`src/rtl/alfsr_seq.sv`:
```
// rtl/alfsr_seq.sv - ALFSR configuration loader, reset sequencer and random byte packer
//
// Purpose: on start, shifts cfg_word MSB-first into an external LFSR configurator
// (lfsr_clk_o/lfsr_dat_o), holds the ALFSR core in reset for SETTLE cycles, then
// samples the synchronised rng_in every SAMPLE_DIV cycles and packs 8 samples per byte.
//
// Ports:
//   clk, rst           clock, asynchronous active-high reset
//   start, stop        run request (IDLE only) / return to IDLE (RUN only, level)
//   cfg_word           configuration word, captured on accepted start
//   lfsr_clk_o         serial clock to configurator (registered, glitch-free)
//   lfsr_dat_o         serial data to configurator, MSB first
//   alfsr_rst_n_o      active-low reset to ALFSR core, high only in RUN
//   rng_in             asynchronous ALFSR output
//   byte_o/byte_valid  packed byte and its valid flag
//   byte_ready         consumer ready
//   busy               high in any state other than IDLE
//   overrun            sticky dropped-byte flag, cleared on accepted start
module alfsr_seq #(
  parameter int CFG_BITS   = 16,
  parameter int CLK_DIV    = 4,
  parameter int SETTLE     = 8,
  parameter int SAMPLE_DIV = 2
) (
  input  logic                clk,
  input  logic                rst,
  input  logic                start,
  input  logic                stop,
  input  logic [CFG_BITS-1:0] cfg_word,
  output logic                lfsr_clk_o,
  output logic                lfsr_dat_o,
  output logic                alfsr_rst_n_o,
  input  logic                rng_in,
  output logic [7:0]          byte_o,
  output logic                byte_valid,
  input  logic                byte_ready,
  output logic                busy,
  output logic                overrun
);

  localparam int PW = $clog2(2*CLK_DIV + 1);
  localparam int BW = $clog2(CFG_BITS + 1);
  localparam int SW = $clog2(SETTLE + 1);
  localparam int DW = $clog2(SAMPLE_DIV + 1);

  localparam logic [PW-1:0] PH_LAST   = PW'(2*CLK_DIV - 1);
  localparam logic [PW-1:0] PH_RISE   = PW'(CLK_DIV - 1);
  localparam logic [BW-1:0] BIT_LAST  = BW'(CFG_BITS - 1);
  localparam logic [SW-1:0] SET_LAST  = SW'(SETTLE - 1);
  localparam logic [DW-1:0] SMP_LAST  = DW'(SAMPLE_DIV - 1);

  typedef enum logic [1:0] {IDLE, LOAD, ARST, RUN} state_t;

  state_t              state, state_nxt;
  logic [CFG_BITS-1:0] shreg;
  logic [PW-1:0]       ph_cnt;
  logic [BW-1:0]       bit_cnt;
  logic [SW-1:0]       set_cnt;
  logic [DW-1:0]       smp_cnt;
  logic [2:0]          pack_cnt;
  logic [7:0]          packer;
  logic [1:0]          sync;

  logic ph_end, load_done, settle_done, sample_en, byte_done, handshake;
  logic [7:0] pack_nxt;

  assign ph_end      = (state == LOAD) && (ph_cnt == PH_LAST);
  assign load_done   = ph_end && (bit_cnt == BIT_LAST);
  assign settle_done = (state == ARST) && (set_cnt == SET_LAST);
  // stop wins over a coincident sample: the partial byte is discarded anyway
  assign sample_en   = (state == RUN) && !stop && (smp_cnt == SMP_LAST);
  assign byte_done   = sample_en && (pack_cnt == 3'd7);
  assign handshake   = byte_valid && byte_ready;
  assign pack_nxt    = {packer[6:0], sync[1]};

  always_comb begin
    state_nxt = state;
    busy      = (state != IDLE);
    case (state)
      IDLE:    if (start)       state_nxt = LOAD;
      LOAD:    if (load_done)   state_nxt = ARST;
      ARST:    if (settle_done) state_nxt = RUN;
      RUN:     if (stop)        state_nxt = IDLE;
      default:                  state_nxt = IDLE;
    endcase
  end

  always_ff @(posedge clk or posedge rst) begin
    if (rst) begin
      state         <= IDLE;
      shreg         <= '0;
      ph_cnt        <= '0;
      bit_cnt       <= '0;
      set_cnt       <= '0;
      smp_cnt       <= '0;
      pack_cnt      <= '0;
      packer        <= '0;
      sync          <= '0;
      lfsr_clk_o    <= 1'b0;
      lfsr_dat_o    <= 1'b0;
      alfsr_rst_n_o <= 1'b0;
      byte_o        <= '0;
      byte_valid    <= 1'b0;
      overrun       <= 1'b0;
    end else begin
      state <= state_nxt;
      sync  <= {sync[0], rng_in};

      case (state)
        IDLE: begin
          if (start) begin
            shreg      <= cfg_word;
            lfsr_dat_o <= cfg_word[CFG_BITS-1];
            ph_cnt     <= '0;
            bit_cnt    <= '0;
            overrun    <= 1'b0;
          end
        end
        LOAD: begin
          if (ph_end) begin
            // falling edge of lfsr_clk_o: advance to the next bit
            ph_cnt     <= '0;
            lfsr_clk_o <= 1'b0;
            shreg      <= shreg << 1;
            if (load_done) begin
              lfsr_dat_o <= 1'b0;
              set_cnt    <= '0;
            end else begin
              lfsr_dat_o <= shreg[CFG_BITS-2];
              bit_cnt    <= bit_cnt + 1'b1;
            end
          end else begin
            ph_cnt <= ph_cnt + 1'b1;
            if (ph_cnt == PH_RISE) lfsr_clk_o <= 1'b1;
          end
        end
        ARST: begin
          if (settle_done) begin
            alfsr_rst_n_o <= 1'b1;
            smp_cnt       <= '0;
            pack_cnt      <= '0;
            packer        <= '0;
          end else begin
            set_cnt <= set_cnt + 1'b1;
          end
        end
        RUN: begin
          if (stop) begin
            alfsr_rst_n_o <= 1'b0;
            smp_cnt       <= '0;
            pack_cnt      <= '0;
            packer        <= '0;
          end else if (sample_en) begin
            smp_cnt  <= '0;
            packer   <= pack_nxt;
            pack_cnt <= pack_cnt + 3'd1;
          end else begin
            smp_cnt <= smp_cnt + 1'b1;
          end
        end
        default: ;
      endcase

      // output byte register: a handshake frees the slot in the same cycle
      if (byte_done) begin
        if (!byte_valid || handshake) begin
          byte_o     <= pack_nxt;
          byte_valid <= 1'b1;
        end else begin
          overrun <= 1'b1;
        end
      end else if (handshake) begin
        byte_valid <= 1'b0;
      end
    end
  end

endmodule

```
`config.mk`:
```
export PLATFORM = sky130hd
export DESIGN_NAME = alfsr_seq
export DESIGN_NICKNAME = d
export VERILOG_FILES = /design/src/rtl/alfsr_seq.sv
export SDC_FILE = /design/constraint.sdc
export NUM_CORES = 1
export LEC_CHECK = 0
export ABC_AREA = 1
export CAP_MARGIN = 30
export CORE_ASPECT_RATIO = 0.8
export CORE_MARGIN = 1
export CORE_UTILIZATION = 35
export CTS_CLUSTER_DIAMETER = 100
export CTS_CLUSTER_SIZE = 30
export DETAILED_ROUTE_END_ITERATION = 7
export MAX_ROUTING_LAYER = met4
export PLACE_DENSITY = 0.56
export SLEW_MARGIN = 20
export SYNTH_ARGS = -nofsm -noshare
export SYNTH_HDL_FRONTEND = slang
export SYNTH_SLANG_ARGS = --single-unit
```
`constraint.sdc`:
```
create_clock -name clk -period 2.1 [get_ports clk]
set_input_delay 0.42 -clock clk [delete_from_list [all_inputs] [get_ports clk]]
set_output_delay 0.42 -clock clk [all_outputs]
set_load 0.05 [all_outputs]
```
==> results.toml, run 1 <==
[timing]
finalCritPeriodShare_pct = 93.0
period_needed_ns = 1.95
slew-limit-headroom_pct = 66.4
finalClockSkew_ns = 0.00956
hold_viol_final = 0
finalSetupViolCount = 0
slew_viol_final = 0
hold_slack_ns = 0.342
max_freq_mhz = 512
worst_pin_slew_ns = 0.503
rsz0062_at_grt = "no"
setup-tns-final_ns = 0

[grt]
grt_pass1_wl_um = 9890
antenna_found_initial = 0
grt_pass1_vias = 2103
grt_max_degree = 25
grt_usage_pct = 16.3
grt-ovfl-total = 0

[critical_path]
required_ns = 1.68
arrival_ns = 1.53
end_kind = "output port"
start_kind = "flip-flop"
crit_family = "buffers and inverters"
cpPeakStageDelay_ns = 0.82
slowest_stage = "clkdlybuf4s50_1"
crit_chain = "clkdlybuf4s50_1"
worst-path-buf-inv = 1
path_max_fanout = 2
critPathKind = "flip-flop to output port"

[yosys]
synth.area.top_cells = "dfrtp_1 (51%), nand2_1 (19%), nand3_1 (4.8%)"
synth-seq-cells = 57
synth_cell_types = 27
yosysTopAreaCell = "dfrtp_1"
ys_seq_area_share_pct = 50.6
synth_fp_nets = 379
ys.warnings.count = 0
synth_cells = 347
synth_area_sq_um = 2820
syn_avg_cell_area_sq_um = 8.12
yosysTopAreaCellShare_pct = 50.6

[drt]
routed_wl_um = 5680
dr.pass1.iters = 4
wl_per_cell_um = 11.4
drt_iter0_markers = 107
route.detailed.drc = 0
postRouteAntennaNets = 0
vias = 2234
vias_per_cell = 4.48

[clock_tree]
numCtsBuffers = 9
clk_pin_slew_ns = 0.06
cts_buffer_depth = 2
cts_resized = 0
cts_tree = "built"
clk_latency_ns = 0.34
clock-sinks = 57
hold_buffers = 0
htree_levels = 3
cts_setup_buffers = 0
root_buffer = "clkbuf_8"

[cells_and_area]
nets = 421
syn_to_final_growth_pct = 27.4
n_antenna_cell = 0
drive_above_1_share_pct = 10.4

[placement]
portBuffers = 35
dp_hpwl_um = 3890
globalplace.congestion = 0.738

[die]
die-width_um = 102
fp.dieH_um = 82.3
ios = 36
num_rows = 28
core-area_sq_um = 7600
initial_utilization_pct = 37.1
dieArea_sq_um = 8420

[worst_hold_path]
hp-class = "flip-flop to flip-flop"

[power_and_ir_drop]
p_leak_nw = 1.77
ir_worst_vdd_mv = 0.580
p_per_area_nw_per_um2 = 1300

[status]
outcome = "finished, final reports clean"

[flow_run]
cap_violations = 0
state kept, by name, summed over array words and instances (netlist names), 2 cells and up:
register  cells
shreg        15
packer        7
sync          2
ph_cnt        4
state         2
pack_cnt      3
bit_cnt       5
byte_o        8
smp_cnt       2
set_cnt       4
cell usage after synthesis:
library cell,count
buf_4,2
nand2_4,2
a21oi_1,5
buf_2,7
nand2_1,143
o21ai_2,1
nand4_1,3
ha_1,10
inv_2,1
nand3_1,27
o21ai_4,1
nand3_2,1
a22oi_1,1
nor2_1,11
xor2_1,1
o21ai_0,18
clkbuf_1,1
nand2_2,3
dfrtp_1,57
nor2_4,2
inv_1,31
nor3b_1,2
o21ai_1,11
nand4_2,1
inv_6,1
buf_12,1
or2_2,3
where the power goes:
group	switching (W)	internal (W)	leakage, nW
clock network	0.000450	0.000971	0.140
registers	0.000164	0.00135	0.761
logic	0.00115	0.000577	0.871
total	0.00176	0.00290	1.77
metrics by stage:
| step | setup WS, ns | total power [W] | std cells | cell area [sq um] | utilization [%] |
|---|---|---|---|---|---|
| 2_1_floorplan | 0.280 | 0.00286 | 347 | 2820 | - |
| 3_3_place_gp | 0.303 | 0.00323 | 483 | 3310 | 43.6 |
| 3_5_place_dp | 0.261 | 0.00325 | 483 | 3310 | 43.6 |
| 4_1_cts | 0.136 | 0.00469 | 499 | 3590 | 47.2 |
| 5_1_grt | 0.0936 | 0.00504 | 499 | 3590 | 47.2 |
| 6_report | 0.148 | 0.00466 | 499 | 3590 | 47.2 |
logic make-up after synthesis:
logic type,count (synthesis),share of synthesized area (%)
AOI/OAI and AO/OA,37,7.19
and+or+nand+nor,198,30.2
adders and majority gates,10,4.44
buffers and inverters,44,7.19
xor gates and xnor gates,1,0.311
DFF,57,50.6
worst paths after layout:
path | startpoint | end | slack (ns) | cells past startpoint
worst max-delay path | overrun | overrun | 0.15 | 1
worst min-delay path | sync[0] | sync[1] | 0.34 | 0
worst max register to register | state[1] | shreg[6] | 0.41 | 8
worst min register to register | sync[0] | sync[1] | 0.34 | 0
max in group asynchronous | rst | set_cnt[1] | 1.22 | 3
min in group asynchronous | rst | byte_o[5] | 0.40 | 2
metal layers:
layer | global-route usage (%) | share of wire, %
met5 | - | 0
met4 | 6.00 | 1.3
met3 | 5.56 | 4.3
met2 | 22.6 | 41
met1 | 21.8 | 53
layout make-up:
cell class                 instances  area [sq um]
inverter                          33           129
clock buffer                      11           151
multi-input combinational        246          1190
fill                             752          4010
tap                              105           131
sequential                        57          1430
clock inverter                     5           125
timing repair buffer              42           438
layout by cell type (no fill, tap or decap):
cell type        count
nand2_1            143
dfrtp_1             57
clkdlybuf4s50_1     34
inv_1               30
nand3_1             27
o21ai_0             18
nor2_1              11
o21ai_1             11
clkbuf_8            11
ha_1                10
a21oi_1              5
buf_4                5
bufinv_16            4
nand2_2              3
or2_2                3
nand4_1              3
buf_12               3
inv_2                2
nand2_4              2
nor2_4               2
nor3b_1              2
o21ai_4              1
nand3_2              1
inv_6                1
o21ai_2              1
nand4_2              1
xor2_1               1
a22oi_1              1
clkinv_2             1
Note: power is estimated with default switching activity, not from simulation.
==> inputs of run 2 (changes only) <==
--- a/config.mk
+++ b/config.mk
@@ -15,6 +15,7 @@
 export DETAILED_ROUTE_END_ITERATION = 7
 export MAX_ROUTING_LAYER = met4
 export PLACE_DENSITY = 0.56
+export SETUP_SLACK_MARGIN = 0.5
 export SLEW_MARGIN = 20
 export SYNTH_ARGS = -nofsm -noshare
 export SYNTH_HDL_FRONTEND = slang
==> run 2 against run 1 <==
Compared with the run above: worst setup slack improved by 0.29 ns; via count rose by 7.3%; maximum frequency rose by 18%; non-clock buffer count rose by 10; first-iteration DRC count rose by 6.5%; clock skew rose by 0.0019 ns; global-route usage fell by 0.22 points; critical path type unchanged.
==> results.toml, run 2 (synthesis gave the netlist of run 1 again) <==
[timing]
period_needed_ns = 1.66
worst_pin_slew_ns = 0.312
setup-tns-final_ns = 0
max_freq_mhz = 602
finalSetupViolCount = 0
finalClockSkew_ns = 0.0114
rsz0062_at_grt = "yes"
hold_viol_final = 0
slew_viol_final = 0
finalCritPeriodShare_pct = 79.1
slew-limit-headroom_pct = 79.2

[power_and_ir_drop]
p_switching_w = 0.00198
sequentialPowerShare_pct = 29.9
combPwrFrac_pct = 44.2
ir_worst_vdd_mv = 0.455
swShare_pct = 39.3
p_int_w = 0.00306
p_per_area_nw_per_um2 = 1320
clockPowerShare_pct = 25.9
p_leak_nw = 1.83

[placement]
globalplace.congestion = 0.773
dp_hpwl_um = 3780
placed_area_sq_um = 3290
portBuffers = 35

[cells_and_area]
mostFrequentLayoutCells = "nand2_1 (139), dfrtp_1 (57), inv_1 (24), nand3_1 (21), clkdlybuf4s50_1 (21)"
final_cell_area_sq_um = 3810
fin_util_pct = 50.1
final_common_cell = "nand2_1"
top_regs = "shreg x15, byte_o x8, packer x7"
nets = 432
top_register = "shreg"
largest_reg_flops = 15
drive_above_1_share_pct = 21.2
n_antenna_cell = 0
syn_to_final_growth_pct = 35.2

[clock_tree]
clk_latency_ns = 0.34
clk_pin_slew_ns = 0.07
cts_buffer_depth = 2
htree_levels = 3
numCtsBuffers = 9
cts_tree = "built"
clock-sinks = 57
root_buffer = "clkbuf_8"

[worst_hold_path]
hp-start = "sync[0]"
hp-class = "flip-flop to flip-flop"
hold_depth = 0

[critical_path]
reg2reg_from = "bit_cnt[0]"
critPathKind = "flip-flop to output port"
path_max_fanout = 2
crit_family = "flip-flops"
crit_chain = "inv_2 > ha_4 > clkinvlp_4 > buf_6"
arrival_ns = 1.24
end_kind = "output port"
regToRegSetupSlack_ns = 0.50
worst-path-buf-inv = 3
required_ns = 1.68
start_kind = "flip-flop"
cpPeakStageDelay_ns = 0.39
rr_worst_depth = 9
cp-startpoint = "state[1]"
slowest_stage = "dfrtp_1"
crit_cells = 4

[grt]
grt_max_degree = 58
grt_pass1_vias = 2145
grt_pass1_wl_um = 9820
grt-ovfl-total = 0
grt_usage_pct = 16.0
antenna_found_initial = 0

[die]
ios = 36
die-width_um = 102
fp.dieH_um = 82.3
core-area_sq_um = 7600
num_rows = 28
dieArea_sq_um = 8420
initial_utilization_pct = 37.1

[status]
outcome = "finished, final reports clean"

[drt]
dr.pass1.iters = 4
vias_per_cell = 4.70
wl_per_cell_um = 12.2
postRouteAntennaNets = 0
routed_wl_um = 6240
route.detailed.drc = 0
drt_iter0_markers = 114
vias = 2396

[flow_run]
cap_violations = 0
run 2: what timing repair did:
action                                  CTS  global route
gates cloned                              0             3
endpoints found under the setup margin   36            45
hold endpoints to repair                  0             0
resized for setup                        44            38
pin swaps                                 2            14
buffers inserted                          5             4
hold buffers                              0             0
run 2: cell type report:
| type | count | area [sq um] |
|---|---|---|
| Fill cell | 760 | 3790 |
| Tap cell | 105 | 131 |
| Timing Repair Buffer | 52 | 552 |
| Clock buffer | 12 | 155 |
| Sequential cell | 57 | 1430 |
| Inverter | 33 | 139 |
| Clock inverter | 4 | 98.8 |
| Multi-Input combinational cell | 247 | 1310 |
run 2: per-layer routing:
layer  up-vias  track usage [%]  wire length [um]
met4         0             6.86                78
li1       1213                -                 -
met5         -                -                 0
met3         6             4.29               270
met2        56             23.1              2770
met1      1121             21.3              3120
run 2: path summary, 6_finish.rpt:
check                             endpoint
worst min register to register     sync[1]
max in group asynchronous         shreg[1]
worst max-delay path                  busy
worst max register to register    state[1]
worst min-delay path               sync[1]
min in group asynchronous       bit_cnt[2]
run 2: per-stage QoR:
stage	instances	hold slack (ns)	worst slack, ns	total power [W]
global route	510	0.352	0.386	0.00539
CTS	503	0.351	0.432	0.00467
global placement	482	0.335	0.278	0.00321
floorplan	347	0.331	0.508	0.00287
detailed placement	482	0.337	0.258	0.00322
finish	510	0.348	0.440	0.00503
run 2: power by group through the flow:
stage	sequential (W)	clock [W]	combinational, W
2_1_floorplan	0.00155	0	0.00132
3_3_place_gp	0.00152	0	0.00169
3_5_place_dp	0.00152	0	0.00169
4_1_cts	0.00150	0.00134	0.00182
5_1_grt	0.00153	0.00138	0.00247
6_report	0.00150	0.00131	0.00222
